$ cat src/rtl/pipe_controller.sv
// -----------------------------------------------------------------------------
// pipe_controller
//   Pipelined control unit for the 5-stage MIPS core. Decodes the D-stage
//   instruction (main_dec + alu_dec), carries the control word through the
//   E, M and W pipeline registers with flush/bubble handling, and raises a
//   multi-cycle stall while a div/divu occupies E.
//
//   Optional feature macro: HILO_DIV_EN
//     defined   : divide FSM, counter and div_busy hold/bubble logic present.
//     undefined : div_busy tied to 0; divides pass E in a single cycle.
//
// Ports
//   clk, rst_n            : rising-edge clock, async active-low reset
//   op_d, funct_d, rt_d   : D-stage instruction fields
//   flush_e               : load a bubble into E on the next edge
//   branch_d, jump_d,
//   jumpr_d               : combinational D-stage decode
//   alucontrol_e, alusrc_e,
//   regdst_e, write_al_e,
//   regwrite_e, memtoreg_e: E-stage controls
//   regwrite_m, memtoreg_m,
//   memwrite_m            : M-stage controls
//   regwrite_w, memtoreg_w: W-stage controls
//   div_busy              : stall request; datapath holds F, D and E
// -----------------------------------------------------------------------------

// Main decoder: register/memory/branch controls from opcode, funct and rt.
module main_dec (
    input  logic [5:0] op,
    input  logic [5:0] funct,
    input  logic [4:0] rt,
    output logic       regwrite,
    output logic       regdst,
    output logic       alusrc,
    output logic       memtoreg,
    output logic       memwrite,
    output logic       branch,
    output logic       jump,
    output logic       jumpr,
    output logic       write_al
);
    always_comb begin
        regwrite = 1'b0;
        regdst   = 1'b0;
        alusrc   = 1'b0;
        memtoreg = 1'b0;
        memwrite = 1'b0;
        branch   = 1'b0;
        jump     = 1'b0;
        jumpr    = 1'b0;
        write_al = 1'b0;
        case (op)
            6'b000000: begin
                case (funct)
                    // shifts, mfhi/mflo, arithmetic/logic: write rd
                    6'b000000, 6'b000010, 6'b000011, 6'b000100, 6'b000110,
                    6'b000111, 6'b010000, 6'b010010, 6'b100000, 6'b100001,
                    6'b100010, 6'b100011, 6'b100100, 6'b100101, 6'b100110,
                    6'b100111, 6'b101010, 6'b101011: begin
                        regwrite = 1'b1;
                        regdst   = 1'b1;
                    end
                    6'b001000: jumpr = 1'b1;                        // jr
                    6'b001001: begin                                // jalr
                        jumpr    = 1'b1;
                        regwrite = 1'b1;
                        regdst   = 1'b1;
                        write_al = 1'b1;
                    end
                    // mthi/mtlo/mult/multu/div/divu touch only HI/LO
                    default: ;
                endcase
            end
            6'b000001: begin                                        // REGIMM
                case (rt)
                    5'b00000, 5'b00001: branch = 1'b1;              // bltz/bgez
                    5'b10000, 5'b10001: begin                       // bltzal/bgezal
                        branch   = 1'b1;
                        regwrite = 1'b1;
                        write_al = 1'b1;
                    end
                    default: ;
                endcase
            end
            6'b000010: jump = 1'b1;                                 // j
            6'b000011: begin                                        // jal
                jump     = 1'b1;
                regwrite = 1'b1;
                write_al = 1'b1;
            end
            6'b000100, 6'b000101, 6'b000110, 6'b000111: branch = 1'b1;
            6'b001000, 6'b001001, 6'b001010, 6'b001011,
            6'b001100, 6'b001101, 6'b001110, 6'b001111: begin       // immediates
                regwrite = 1'b1;
                alusrc   = 1'b1;
            end
            6'b100011: begin                                        // lw
                regwrite = 1'b1;
                alusrc   = 1'b1;
                memtoreg = 1'b1;
            end
            6'b101011: begin                                        // sw
                alusrc   = 1'b1;
                memwrite = 1'b1;
            end
            default: ;
        endcase
    end
endmodule

// ALU decoder: ALU operation code from opcode and funct.
module alu_dec #(
    parameter int ALUCTRL_W = 8
) (
    input  logic [5:0]           op,
    input  logic [5:0]           funct,
    output logic [ALUCTRL_W-1:0] alucontrol
);
    localparam logic [7:0] ALU_NOP   = 8'd0;
    localparam logic [7:0] ALU_ADD   = 8'd1;
    localparam logic [7:0] ALU_ADDU  = 8'd2;
    localparam logic [7:0] ALU_SUB   = 8'd3;
    localparam logic [7:0] ALU_SUBU  = 8'd4;
    localparam logic [7:0] ALU_AND   = 8'd5;
    localparam logic [7:0] ALU_OR    = 8'd6;
    localparam logic [7:0] ALU_XOR   = 8'd7;
    localparam logic [7:0] ALU_NOR   = 8'd8;
    localparam logic [7:0] ALU_SLT   = 8'd9;
    localparam logic [7:0] ALU_SLTU  = 8'd10;
    localparam logic [7:0] ALU_SLL   = 8'd11;
    localparam logic [7:0] ALU_SRL   = 8'd12;
    localparam logic [7:0] ALU_SRA   = 8'd13;
    localparam logic [7:0] ALU_SLLV  = 8'd14;
    localparam logic [7:0] ALU_SRLV  = 8'd15;
    localparam logic [7:0] ALU_SRAV  = 8'd16;
    localparam logic [7:0] ALU_LUI   = 8'd17;
    localparam logic [7:0] ALU_MULT  = 8'd18;
    localparam logic [7:0] ALU_MULTU = 8'd19;
    localparam logic [7:0] ALU_DIV   = 8'd20;
    localparam logic [7:0] ALU_DIVU  = 8'd21;
    localparam logic [7:0] ALU_MFHI  = 8'd22;
    localparam logic [7:0] ALU_MFLO  = 8'd23;
    localparam logic [7:0] ALU_MTHI  = 8'd24;
    localparam logic [7:0] ALU_MTLO  = 8'd25;

    logic [7:0] code;

    always_comb begin
        code = ALU_NOP;
        case (op)
            6'b000000: begin
                case (funct)
                    6'b000000: code = ALU_SLL;
                    6'b000010: code = ALU_SRL;
                    6'b000011: code = ALU_SRA;
                    6'b000100: code = ALU_SLLV;
                    6'b000110: code = ALU_SRLV;
                    6'b000111: code = ALU_SRAV;
                    6'b010000: code = ALU_MFHI;
                    6'b010001: code = ALU_MTHI;
                    6'b010010: code = ALU_MFLO;
                    6'b010011: code = ALU_MTLO;
                    6'b011000: code = ALU_MULT;
                    6'b011001: code = ALU_MULTU;
                    6'b011010: code = ALU_DIV;
                    6'b011011: code = ALU_DIVU;
                    6'b100000: code = ALU_ADD;
                    6'b100001: code = ALU_ADDU;
                    6'b100010: code = ALU_SUB;
                    6'b100011: code = ALU_SUBU;
                    6'b100100: code = ALU_AND;
                    6'b100101: code = ALU_OR;
                    6'b100110: code = ALU_XOR;
                    6'b100111: code = ALU_NOR;
                    6'b101010: code = ALU_SLT;
                    6'b101011: code = ALU_SLTU;
                    default:   code = ALU_NOP;   // jr/jalr and unknown funct
                endcase
            end
            6'b000001, 6'b000100, 6'b000101,
            6'b000110, 6'b000111: code = ALU_SUB;  // branch compare
            6'b001000:            code = ALU_ADD;
            6'b001001:            code = ALU_ADDU;
            6'b001010:            code = ALU_SLT;
            6'b001011:            code = ALU_SLTU;
            6'b001100:            code = ALU_AND;
            6'b001101:            code = ALU_OR;
            6'b001110:            code = ALU_XOR;
            6'b001111:            code = ALU_LUI;
            6'b100011, 6'b101011: code = ALU_ADD;  // address generation
            default:              code = ALU_NOP;
        endcase
    end

    assign alucontrol = ALUCTRL_W'(code);
endmodule

module pipe_controller #(
    parameter int ALUCTRL_W  = 8,
    parameter int DIV_CYCLES = 32,
    parameter int CNT_W      = $clog2(DIV_CYCLES)
) (
    input  logic                 clk,
    input  logic                 rst_n,
    input  logic [5:0]           op_d,
    input  logic [5:0]           funct_d,
    input  logic [4:0]           rt_d,
    input  logic                 flush_e,
    output logic                 branch_d,
    output logic                 jump_d,
    output logic                 jumpr_d,
    output logic [ALUCTRL_W-1:0] alucontrol_e,
    output logic                 alusrc_e,
    output logic                 regdst_e,
    output logic                 write_al_e,
    output logic                 regwrite_e,
    output logic                 memtoreg_e,
    output logic                 regwrite_m,
    output logic                 memtoreg_m,
    output logic                 memwrite_m,
    output logic                 regwrite_w,
    output logic                 memtoreg_w,
    output logic                 div_busy
);
    if (DIV_CYCLES < 2 || CNT_W < $clog2(DIV_CYCLES)) begin : g_bad_cfg
        $error("pipe_controller: DIV_CYCLES must be >= 2 and CNT_W wide enough");
    end

    typedef struct packed {
        logic [ALUCTRL_W-1:0] alucontrol;
        logic                 alusrc;
        logic                 regdst;
        logic                 write_al;
        logic                 regwrite;
        logic                 memtoreg;
        logic                 memwrite;
    } ctrl_e_t;

    typedef struct packed {
        logic regwrite;
        logic memtoreg;
        logic memwrite;
    } ctrl_m_t;

    typedef struct packed {
        logic regwrite;
        logic memtoreg;
    } ctrl_w_t;

    logic                 dec_regwrite, dec_regdst, dec_alusrc, dec_memtoreg;
    logic                 dec_memwrite, dec_write_al;
    logic [ALUCTRL_W-1:0] dec_alucontrol;
    ctrl_e_t              ctrl_d;
    ctrl_e_t              ctrl_p1;
    ctrl_m_t              ctrl_p2;
    ctrl_w_t              ctrl_p3;

    // ---- D stage: combinational decode ----
    main_dec u_main_dec (
        .op       (op_d),
        .funct    (funct_d),
        .rt       (rt_d),
        .regwrite (dec_regwrite),
        .regdst   (dec_regdst),
        .alusrc   (dec_alusrc),
        .memtoreg (dec_memtoreg),
        .memwrite (dec_memwrite),
        .branch   (branch_d),
        .jump     (jump_d),
        .jumpr    (jumpr_d),
        .write_al (dec_write_al)
    );

    alu_dec #(.ALUCTRL_W(ALUCTRL_W)) u_alu_dec (
        .op         (op_d),
        .funct      (funct_d),
        .alucontrol (dec_alucontrol)
    );

    always_comb begin
        ctrl_d            = '0;
        ctrl_d.alucontrol = dec_alucontrol;
        ctrl_d.alusrc     = dec_alusrc;
        ctrl_d.regdst     = dec_regdst;
        ctrl_d.write_al   = dec_write_al;
        ctrl_d.regwrite   = dec_regwrite;
        ctrl_d.memtoreg   = dec_memtoreg;
        ctrl_d.memwrite   = dec_memwrite;
    end

`ifdef HILO_DIV_EN
    typedef enum logic [1:0] {IDLE, BUSY, DONE} div_state_t;

    logic             is_div_d;
    logic             is_div_p1;
    div_state_t       state_q, state_nxt;
    logic [CNT_W-1:0] cnt_q, cnt_nxt;

    assign is_div_d = (op_d == 6'b000000) &&
                      ((funct_d == 6'b011010) || (funct_d == 6'b011011));
`else
    assign div_busy = 1'b0;
`endif

    // ---- D/E boundary: hold during a divide, else flush, else load ----
    always_ff @(posedge clk or negedge rst_n) begin
        if (!rst_n) begin
            ctrl_p1   <= '0;
`ifdef HILO_DIV_EN
            is_div_p1 <= 1'b0;
`endif
        end else if (!div_busy) begin
            if (flush_e) begin
                ctrl_p1   <= '0;
`ifdef HILO_DIV_EN
                is_div_p1 <= 1'b0;
`endif
            end else begin
                ctrl_p1   <= ctrl_d;
`ifdef HILO_DIV_EN
                is_div_p1 <= is_div_d;
`endif
            end
        end
    end

`ifdef HILO_DIV_EN
    // Divide occupancy: IDLE covers the first stall cycle, BUSY counts the
    // remaining DIV_CYCLES-1, DONE releases E for one advancing edge.
    always_ff @(posedge clk or negedge rst_n) begin
        if (!rst_n) begin
            state_q <= IDLE;
            cnt_q   <= '0;
        end else begin
            state_q <= state_nxt;
            cnt_q   <= cnt_nxt;
        end
    end

    always_comb begin
        state_nxt = state_q;
        cnt_nxt   = cnt_q;
        div_busy  = 1'b0;
        case (state_q)
            IDLE: begin
                div_busy = is_div_p1;
                if (is_div_p1) begin
                    state_nxt = BUSY;
                    cnt_nxt   = CNT_W'(DIV_CYCLES - 2);
                end
            end
            BUSY: begin
                div_busy = 1'b1;
                if (cnt_q == '0) begin
                    state_nxt = DONE;
                end else begin
                    cnt_nxt = cnt_q - CNT_W'(1);
                end
            end
            DONE: begin
                state_nxt = IDLE;
            end
            default: begin
                state_nxt = IDLE;
                cnt_nxt   = '0;
            end
        endcase
    end
`endif

    // ---- E/M boundary: bubble while E is held ----
    always_ff @(posedge clk or negedge rst_n) begin
        if (!rst_n) begin
            ctrl_p2 <= '0;
        end else if (div_busy) begin
            ctrl_p2 <= '0;
        end else begin
            ctrl_p2.regwrite <= ctrl_p1.regwrite;
            ctrl_p2.memtoreg <= ctrl_p1.memtoreg;
            ctrl_p2.memwrite <= ctrl_p1.memwrite;
        end
    end

    // ---- M/W boundary ----
    always_ff @(posedge clk or negedge rst_n) begin
        if (!rst_n) begin
            ctrl_p3 <= '0;
        end else begin
            ctrl_p3.regwrite <= ctrl_p2.regwrite;
            ctrl_p3.memtoreg <= ctrl_p2.memtoreg;
        end
    end

    assign alucontrol_e = ctrl_p1.alucontrol;
    assign alusrc_e     = ctrl_p1.alusrc;
    assign regdst_e     = ctrl_p1.regdst;
    assign write_al_e   = ctrl_p1.write_al;
    assign regwrite_e   = ctrl_p1.regwrite;
    assign memtoreg_e   = ctrl_p1.memtoreg;
    assign regwrite_m   = ctrl_p2.regwrite;
    assign memtoreg_m   = ctrl_p2.memtoreg;
    assign memwrite_m   = ctrl_p2.memwrite;
    assign regwrite_w   = ctrl_p3.regwrite;
    assign memtoreg_w   = ctrl_p3.memtoreg;
endmodule

$ cat config.mk
export PLATFORM = sky130hd
export DESIGN_NAME = pipe_controller
export DESIGN_NICKNAME = d
export VERILOG_FILES = /design/src/rtl/pipe_controller.sv
export SDC_FILE = /design/constraint.sdc
export NUM_CORES = 1
export LEC_CHECK = 0
export ABC_AREA = 1
export CAP_MARGIN = 20
export CORE_MARGIN = 1.5
export CORE_UTILIZATION = 40
export CTS_BUF_LIST = sky130_fd_sc_hd__clkbuf_2
export DETAILED_ROUTE_END_ITERATION = 10
export GPL_TIMING_DRIVEN = 0
export PLACE_DENSITY = 0.73
export SETUP_SLACK_MARGIN = 0.3
export SKIP_CTS_REPAIR_TIMING = 1
export SKIP_LAST_GASP = 1
export SYNTH_ARGS = -nofsm -noshare
export SYNTH_HDL_FRONTEND = slang
export SYNTH_SLANG_ARGS = --single-unit
$ cat constraint.sdc
create_clock -name clk -period 1.38 [get_ports clk]
set_input_delay 0.276 -clock clk [delete_from_list [all_inputs] [get_ports clk]]
set_output_delay 0.276 -clock clk [all_outputs]
set_load 0.005 [all_outputs]
# Word-level counts from Yosys, hierarchy flattened
# Memory sizes are Yosys's and may differ from the RTL's.
# Index checks and enable logic that the tools add are counted.
[classes] magnitude_cmp=0 n_div=0 shifts=0 n_mux=16 n_bitwise=0 multipliers=0 eq_ne=39 reduce_logical=13 n_addsub=0
[ops] operator="$pmux W8 S10" count=1
[ops] operator="$eq A6 B6 Y1 const B" count=12
[ops] operator="$eq A6 B4 Y1 const B" count=10
[ops] operator="$eq A6 B3 Y1 const B" count=7
[ops] operator="$eq A6 B2 Y1 const B" count=4
[ops] operator="$reduce_or A10 Y1" count=2
[ops] operator="$reduce_or A19 Y1" count=1
[ops] operator="$mux W14" count=1
[ops] operator="$eq A6 B5 Y1 const B" count=2
[ops] operator="$logic_not A6 Y1" count=2
[ops] operator="$mux W1" count=11
[ops] operator="$eq A5 B5 Y1 const B" count=2
[ops] operator="$reduce_or A4 Y1" count=2
[ops] operator="$eq A6 B1 Y1 const B" count=1
[ops] operator="$pmux W1 S3" count=2
[ops] operator="$reduce_or A2 Y1" count=3
[ops] operator="$eq A5 B1 Y1 const B" count=1
[ops] operator="$logic_not A5 Y1" count=1
[ops] operator="$reduce_or A5 Y1" count=1
[ops] operator="$reduce_or A3 Y1" count=1
[ops] operator="$pmux W1 S2" count=1
[totals] output_inout_bits=22 ramBits=0 romBits=320 word_cells=81 memories=1 input_bits=20 latchBits=0 regBits=19
[mem_list] memory="(no name shown)" words=64 width=5 rd=1 rd_clocked_by_memory_dff=0 wr=0 line="152" text="case (funct)"

# Depth between registers and ports, before layout
# Gate-level depths: netlist (run 1).
[logic_depth] ltp_word=5 depth_mapped=10 depth_no_buf=10

# By module
# A second synthesis (run 1) with hierarchy kept.
[hier_totals] hier_cells=226 area_unflattened_um2=1481.4
[by_module_without_submodules] module="pipe_controller" instances=1 area_each_um2=663.1 seq_area_each_um2=475.5 cells_per_inst=58
[by_module_without_submodules] module="alu_dec" instances=1 area_each_um2=539.3 seq_area_each_um2=0.0 cells_per_inst=109
[by_module_without_submodules] module="main_dec" instances=1 area_each_um2=279.0 seq_area_each_um2=0.0 cells_per_inst=59

# Least setup slack after synthesis (run 1)
# OpenSTA, ideal clock, no wires.
[synth_path] kind="input to register" startpoint="in funct_d[0]" endpoint="reg ctrl_p1 (netlist bit regwrite_e)" arrival_time_ns=1.057 cell_stages=10 setup_time_ns=0.119 path_slack_ns=0.203 t_required_ns=1.261 n_path_buf=0 cell_sequence="inv_1 ha_1 nor2_1 nand2_1 nand2_1 nand3_1 nand2_1 nand2_1 nand3_1 nand2_1"
[synth_via] elab_chain_len=5 elab_cells_between_ends=23 cone_classes="eq/ne: 18; mux: 3; reduce/logical: 2"
[synth_rtl] element="start: declaration" line="206" text="input logic [5:0] funct_d,"
[synth_rtl] element="$eq A6 B2 Y1, or another cell as far along" line="54" text="case (funct)"
[synth_rtl] element="$reduce_or A19 Y1 (no line) (*)"
[synth_rtl] element="$mux W1 (*)" line="54"
[synth_rtl] element="$pmux W1 S3 (*)" line="52" text="case (op)"
[synth_rtl] element="$mux W14 (*)" line="313" text="if (flush_e) begin"
[synth_rtl] element="end signal: assignment" line="319" text="ctrl_p1 <= ctrl_d;"
[synth_rtl] element="end: declaration" line="254" text="ctrl_e_t ctrl_p1;"
# Every way passes the cells marked *; elsewhere a longest branch is shown, timed or not.

# Worst setup path after layout (run 1)
[layout_path] startpoint="in funct_d[5]" endpoint="out jumpr_d"
[layout_via] elab_chain_len=4 elab_cells_between_ends=5 cone_classes="eq/ne: 2; mux: 2; reduce/logical: 1"
[layout_rtl] element="$eq A6 B4 Y1" line="54"
[layout_rtl] element="$reduce_or A2 Y1 (no line) (*)"
[layout_rtl] element="$mux W1 (*)" line="54"
[layout_rtl] element="$mux W1 (*)" line="52"
[layout_rtl] element="end: declaration" line="211" text="output logic jumpr_d,"
# Marks and branches as above.

==> results of run 1 <==
[area by class of cell]
cell class              count  area share [%]
inverters                  23            4.83
clock inverters             1           0.193
clock buffers               3           0.773
flip-flops and latches     16            20.6
plain buffers              13            5.99
well taps                  44            2.83
multi-input cells         151            45.4
repair buffers             49            19.4
[path summary, 6_finish.rpt]
kind | start | endpoint | slack, ps
setup / recovery | funct_d[5] | jumpr_d | 40
max in group asynchronous | rst_n | regwrite_e | 550
hold / removal | op_d[4] | memtoreg_e | 270
min in group asynchronous | rst_n | memwrite_m | 400
setup reg to reg | regwrite_e | regwrite_m | 880
hold reg to reg | ctrl_p1[0] | memwrite_m | 380
[layer usage]
layer | GRT usage (%) | vias to the layer above | wire length (um)
li1 | - | 735 | -
met1 | 26.7 | 648 | 1600
met2 | 25.0 | 48 | 1510
met3 | 1.71 | 5 | 197
met4 | 4.66 | 0 | 32
met5 | 0 | - | 0
[worst max-delay path, stage by stage]
cell and delay [ps]:
clkbuf_2 140, nor2_4 210, and2_4 180, nand3_2 80
nand2_1 60, buf_2 100
[registers in the layout, summed over array words and instances, names as in the netlist]
name and cells:
memwrite_m 1, memtoreg_w 1, alucontrol_e 5, regwrite_m 1, alusrc_e 1, ctrl_p1 1, memtoreg_m 1, write_al_e 1
memtoreg_e 1, regwrite_w 1, regdst_e 1, regwrite_e 1
[per-stage QoR]
stage                     util, %  cells
after floorplan                 -    203
after global placement       57.3    280
after detailed placement     57.3    280
after global routing         62.6    300
final                        62.6    300
after CTS                    57.9    284
[synth_stat cells]
cell	number
o21ai_1	1
o211ai_1	2
nor3_1	3
nand3_1	28
nand2_2	2
nand4_1	2
inv_2	3
buf_4	10
and2_1	1
nor2_4	3
nor2_8	1
nor2_1	26
nand2_4	1
buf_1	1
nor2_2	2
conb_1	1
inv_1	20
ha_1	6
a21oi_1	8
dfrtp_1	16
nand2_1	55
o21ai_0	6
buf_6	2
[cells by family after synthesis]
logic type / synth area share [%]
flip-flops: 30.2
AND/OR/NAND/NOR: 42.9
other: 0.283
buffers and inverters: 14.2
AO/OA/AOI/OAI: 6.80
adder cells (fa/ha/maj): 5.67
[power by group through the flow]
stage / registers (mW) / logic (mW) / clock network (mW)
finish: 0.481 / 0.358 / 0.192
global route: 0.483 / 0.391 / 0.218
CTS: 0.481 / 0.307 / 0.198
detailed placement: 0.490 / 0.306 / 0
global placement: 0.490 / 0.308 / 0
floorplan: 0.490 / 0.180 / 0
[cell usage in the layout, fill, tap and decap left out, drive strengths merged]
| cell type | n |
|---|---|
| o21ai | 7 |
| nor3 | 3 |
| a21oi | 8 |
| dlymetal6s2s | 3 |
| clkinv | 1 |
| inv | 23 |
| nor2 | 32 |
| ha | 6 |
| buf | 38 |
| nand4 | 2 |
| clkdlybuf4s50 | 2 |
| conb | 4 |
| o211ai | 2 |
| and2 | 1 |
| clkbuf | 22 |
| nand2 | 58 |
| dfrtp | 16 |
| nand3 | 28 |
==> qor.yml, run 1 <==
outcome:
  status: "completed"
pwr:
  p_int_uw: 701
  finalPower_mw: 1.03
  switching_share_pct: 32.0
  pwr-share-comb_pct: 34.7
  p_leak_nw: 1.11
  clockPowerShare_pct: 18.6
  ir_drop_mv: 0.235
  pwr-share-seq_pct: 46.7
  p_switching_uw: 329
  power_density_nw_per_um2: 530
synthesis:
  ys_seq_area_share_pct: 30.2
  synth_cells: 200
  netlist_top_cells_area: "dfrtp_1 30%, nand2_1 16%, nand3_1 11%, nor2_1 7.4%, buf_4 5.7%"
  ys_warn_count: 0
  syn-cell-area_sq_um: 1330
  avgSynthCellArea_sq_um: 6.63
  synth.distinct_cells: 23
  synth-seq-cells: 16
  synth.largest_area_cell: "dfrtp_1"
  synth_top_cell_area_share_pct: 30.2
finish:
  fillers: 303
  area_growth_pct: 46.6
  nets: 283
  seq_area_sq_um: 400
  multi_input_area_sq_um: 882
  final_cell_area_sq_um: 1940
  diodes: 0
  layout-drive-gt1-share_pct: 36.7
global_routing:
  grt_usage_pct: 17.1
  grt_pass1_vias: 1146
  antenna_found_initial: 0
  overflow: 0
  grt_max_degree: 17
  grt_pass1_wl_mm: 4.86
clocking:
  cts_tree: "done"
  cts-root-buf: "clkbuf_2"
  htreeDepth: 1
  clk_pin_slew_ps: 140
  clk_latency_ps: 260
  numClockSinks: 16
  numCtsBuffers: 3
  clockBufferDepth: 2
routing:
  vias_per_cell: 4.79
  ant_nets: 0
  wl_mm: 3.34
  wl_per_cell_um: 11.1
  drtPass1Iterations: 4
  num_vias: 1436
  drtIter0Drc: 41
  drc: 0
min_path:
  holdPathStages: 4
  worstHoldPathType: "input port to register"
placement:
  portBuffers: 33
  globalplace.congestion: 0.925
  dp_hpwl_mm: 2.43
  pre_cts_slack_ps: -835
  placed_area_sq_um: 1780
floorplanning:
  num_rows: 20
  die_w_um: 60.6
  io_pins: 42
  fp.dieH_um: 60.6
  fp.coreArea_sq_um: 3100
  dieArea_sq_um: 3670
  start_util_pct: 42.7
timing:
  skew_ps: 2.99
  fmax_mhz: 748
  final.period_utilization_pct: 96.8
  tns_ps: 0
  setup-violations-final: 0
  whs_ps: 270
  tightest_slew_ps: 674
  finalCriticalPeriod_ps: 1340
  max_slew_margin_pct: 54.9
  layout_setup_ws_ps: 43.7
  hold_viol: 0
  finalMaxSlewViolations: 0
  rsz0062_at_grt: "yes"
worst_setup_path:
  cp-start-kind: "input port"
  rr_worst_depth: 0
  critPathKind: "input port to primary output"
  cp_data_arrival_time_ps: 1060
  end_kind: "primary output"
  required_ps: 1100
  cp_max_fo: 5
job:
  maxCapViolations: 0
(Power assumes the default switching activity.)
==> run 2, diff against run 1 <==
- CORE_UTILIZATION: 40 -> 45
- CTS_CLUSTER_SIZE: unset -> 30
- PLACE_DENSITY: 0.73 -> 0.8
==> qor.yml, run 2 (synthesized netlist as in run 1, its figures left out) <==
floorplanning:
  dieArea_sq_um: 3280
  die_w_um: 57.3
  fp.dieH_um: 57.3
  io_pins: 42
  fp.coreArea_sq_um: 2780
  start_util_pct: 47.6
  num_rows: 19
worst_setup_path:
  required_ps: 1100
  cp_max_fo: 6
  end_kind: "primary output"
  path_cells: "buf_8, nor2_4, nand2_4, nor2_8, nand3_2, nand2_1, buf_2"
  max_stage_delay_ps: 200
  crit_slowest_cell: "nor2_4"
  timing.rr.end: "regwrite_w"
  r2r_start: "regwrite_m"
  crit_family: "simple AND/OR/NAND/NOR gates"
  path_buf_inv: 2
  cp.depth: 7
  cp-start-kind: "input port"
  rr_worst_depth: 0
  critPathKind: "input port to primary output"
  cp_data_arrival_time_ps: 1100
  r2r_setup_slack_ps: 880
clocking:
  clockBufferDepth: 2
  cts-root-buf: "clkbuf_2"
  clk_latency_ps: 290
  numClockSinks: 16
  cts_tree: "done"
  clk_pin_slew_ps: 150
  numCtsBuffers: 3
  htreeDepth: 1
timing:
  whs_ps: 245
  max_slew_margin_pct: 56.4
  setup-violations-final: 0
  finalMaxSlewViolations: 0
  finalCriticalPeriod_ps: 1380
  hold_viol: 0
  tightest_slew_ps: 653
  rsz0062_at_grt: "yes"
  fmax_mhz: 726
  skew_ps: 12.0
  final.period_utilization_pct: 99.9
  tns_ps: 0
placement:
  place_inst: 267
  portBuffers: 33
  dp_hpwl_mm: 2.32
  placed_area_sq_um: 1760
  globalplace.congestion: 0.892
outcome:
  status: "completed"
job:
  maxCapViolations: 0
routing:
  drtIter0Drc: 80
  wl_per_cell_um: 11.8
  wl_mm: 3.36
  drtPass1Iterations: 5
  ant_nets: 0
  drc: 0
  num_vias: 1442
  vias_per_cell: 5.06
finish:
  finish.utilization_pct: 67.7
  nets: 281
  fillers: 244
  most-common-layout-cells: "55 x nand2_1, 25 x nand3_1, 21 x nor2_1"
  diodes: 0
  largest_reg_flops: 5
  fin_cells: 285
  final_cell_area_sq_um: 1880
  layout-drive-gt1-share_pct: 34.6
  area_growth_pct: 42.1
  final_common_cell: "nand2_1"
min_path:
  holdPathStages: 4
  hold_end: "ctrl_p1[0]"
  hold_start: "op_d[4]"
  worstHoldPathType: "input port to register"
global_routing:
  antenna_found_initial: 0
  grt_usage_pct: 18.9
  grt_max_degree: 17
  grt_pass1_vias: 1199
  grt_pass1_wl_mm: 5.04
  overflow: 0
pwr:
  power_density_nw_per_um2: 546
  ir_drop_mv: 0.527
  p_leak_nw: 1.10
run 2: cell count changes in the layout (fill, tap and decap cells not counted), moves of 2 or more:
cell | previous run | this run
o21ai_1 | 4 | 2
ha_4 | 4 | 2
nor2_2 | 2 | 4
clkbuf_2 | 22 | 19
nand2_2 | 3 | 1
buf_8 | 4 | 2
nand3_1 | 23 | 25
o21ai_0 | 3 | 5
ha_2 | 0 | 2
buf_6 | 9 | 12
nand2_1 | 53 | 55
nand3_2 | 4 | 2
buf_4 | 22 | 20
run 2: stage by stage:
stage	setup slack, ps	power [mW]
after CTS	-824	0.993
after floorplan	288	0.671
after detailed placement	-810	0.796
after global placement	-824	0.795
after global routing	-27.3	1.08
final	1.89	1.03
run 2: area by class of cell:
class,instances,area (sq um),share of cell area (%)
clock inverter,1,3.75,0.199
multi-input combinational,151,845,44.9
tap,31,38.8,2.06
clock buffer,3,15.0,0.797
buffer,13,120,6.38
sequential,16,400,21.3
inverter,23,96.3,5.12
timing repair buffer,47,364,19.3
run 2: power by group:
part | internal (mW) | leakage (nW) | switching, mW
combinational | 0.153 | 0.868 | 0.194
sequential | 0.478 | 0.221 | 0.00345
clock | 0.0629 | 0.0140 | 0.137
run 2: worst max path at each step:
stage	from	slack, ps	endpoint
2_1_floorplan	funct_d[2]	290	regwrite_e
5_1_grt	op_d[4]	-30	jumpr_d
6_report	op_d[4]	2	jumpr_d
4_1_cts	op_d[3]	-820	jumpr_d
3_5_place_dp	op_d[3]	-810	jumpr_d
3_3_place_gp	op_d[3]	-820	jumpr_d
run 2: tightest hold or removal path, delay by kind of cell:
kind                   cells  cell delay, ps
buffers and inverters      1              80
and+or+nand+nor            3             160
run 2: metal layers:
metal / global-route usage, % / vias to the layer above / routed length [um]
met1: 27.1 / 646 / 1450
met2: 31.0 / 63 / 1710
li1: - / 731 / -
met3: 1.59 / 2 / 192
met5: 0 / - / 0
met4: 4.65 / 0 / 14
==> run 3, diff against run 2 <==
- clock period: 1.38 -> 1.4 ns (I/O delays scaled with it)
==> qor.yml, run 3 (synthesized netlist as in run 1, its figures left out) <==
pwr:
  p_int_uw: 677
  switching_share_pct: 31.9
  pwr-share-seq_pct: 47.7
  p_leak_nw: 1.09
  clockPowerShare_pct: 18.9
  power_density_nw_per_um2: 533
  pwr-share-comb_pct: 33.4
  ir_drop_mv: 0.721
  finalPower_uw: 994
  p_switching_uw: 317
routing:
  drtPass1Iterations: 4
  drtIter0Drc: 61
  wl_mm: 3.21
  num_vias: 1440
  wl_per_cell_um: 11.3
  ant_nets: 0
  drc: 0
  vias_per_cell: 5.09
timing:
  skew_ps: 0.148
  tightest_slew_ps: 660
  setup-violations-final: 0
  layout_setup_ws_ps: 71.8
  max_slew_margin_pct: 55.9
  fmax_mhz: 753
  hold_viol: 0
  final.period_utilization_pct: 94.9
  finalCriticalPeriod_ps: 1330
  finalMaxSlewViolations: 0
  rsz0062_at_grt: "yes"
floorplanning:
  fp.dieH_um: 57.3
  io_pins: 42
  dieArea_sq_um: 3280
  start_util_pct: 47.6
  num_rows: 19
  fp.coreArea_sq_um: 2780
  die_w_um: 57.3
clocking:
  cts_tree: "done"
  numClockSinks: 16
  cts-root-buf: "clkbuf_2"
  clockBufferDepth: 2
  htreeDepth: 1
  clk_latency_ps: 260
  numCtsBuffers: 3
  clk_pin_slew_ps: 140
global_routing:
  grt_usage_pct: 18.3
  overflow: 0
  antenna_found_initial: 0
  top_usage_layer: "met2"
  grt_pass1_wl_mm: 4.95
  use_met2_pct: 29.6
  grt_pass1_vias: 1160
  grt_max_degree: 17
  met1_usage_pct: 27.5
  met3_usage_pct: 0.680
worst_setup_path:
  cp_max_fo: 4
  path_cells: "buf_8, nor2_4, buf_6, buf_4, nand3_4, nand2_1, clkbuf_2"
  required_ps: 1120
  end_kind: "primary output"
  crit_family: "buffers and inverters"
  max_stage_delay_ps: 160
  cp_data_arrival_time_ps: 1050
  r2r_setup_slack_ps: 910
  rr_worst_depth: 0
  path_buf_inv: 4
  r2r_start: "memtoreg_e"
  cp-start-kind: "input port"
  crit_slowest_cell: "nor2_4"
  critPathKind: "input port to primary output"
  timing.rr.end: "memtoreg_m"
min_path:
  holdPathStages: 4
  worstHoldPathType: "input port to register"
  hold_start: "op_d[4]"
  hold_end: "ctrl_p1[0]"
placement:
  dp_hpwl_mm: 2.35
  pre_cts_slack_ps: -797
  portBuffers: 33
  globalplace.congestion: 0.892
  placed_area_sq_um: 1740
finish:
  final_cell_area_sq_um: 1870
  most-common-layout-cells: "54 x nand2_1, 24 x nand3_1, 22 x nor2_1, 22 x clkbuf_2, 19 x buf_4"
  final_common_cell: "nand2_1"
  nets: 279
  diodes: 0
  layout-drive-gt1-share_pct: 33.7
  area_growth_pct: 40.9
  largest_reg_flops: 5
job:
  maxCapViolations: 0
outcome:
  status: "completed"
## run 3: cell count changes in the layout (fill, tap and decap cells not counted), sizes merged
cell / change
clkbuf: +3
buf: -5
## run 3: routing by layer
| metal | vias to the layer above | part of all wire (%) |
|---|---|---|
| met3 | 6 | 6.2 |
| met5 | - | 0 |
| met2 | 68 | 49 |
| li1 | 729 | - |
| met4 | 0 | 1.5 |
| met1 | 637 | 43 |
## run 3: power groups by stage
stage	clock (mW)	sequential (mW)	combinational, mW
final	0.188	0.474	0.332
after global routing	0.220	0.475	0.369
after CTS	0.195	0.474	0.295
after detailed placement	0	0.483	0.293
after global placement	0	0.482	0.294
after floorplan	0	0.483	0.173
## run 3: how the worst max path moves through the flow
stage	from	endpoint	slack, ps	depth (start not counted)
floorplan	funct_d[0]	regwrite_e	290	10
CTS	funct_d[4]	jumpr_d	-810	6
finish	op_d[4]	branch_d	70	7
global route	op_d[4]	branch_d	20	7
global placement	funct_d[4]	jumpr_d	-790	6
detailed placement	funct_d[4]	jumpr_d	-800	6
## run 3: area by class of cell
cell class | count | area (sq um)
buffer | 13 | 113
clock buffer | 3 | 15.0
clock inverter | 1 | 3.75
fill | 242 | 915
inverter | 23 | 96.3
multi-input combinational | 151 | 860
sequential | 16 | 400
tap | 31 | 38.8
timing repair buffer | 45 | 340
## run 3: through the flow
stage / hold slack (ps) / std cells / TNS, ps / utilization [%]
after floorplan: -15.6 / 203 / 0 / -
after global placement: 335 / 267 / -5920 / 62.6
after detailed placement: 348 / 267 / -5950 / 62.6
after CTS: 350 / 271 / -4060 / 63.2
after global routing: 270 / 283 / 0 / 67.1
final: 284 / 283 / 0 / 67.1
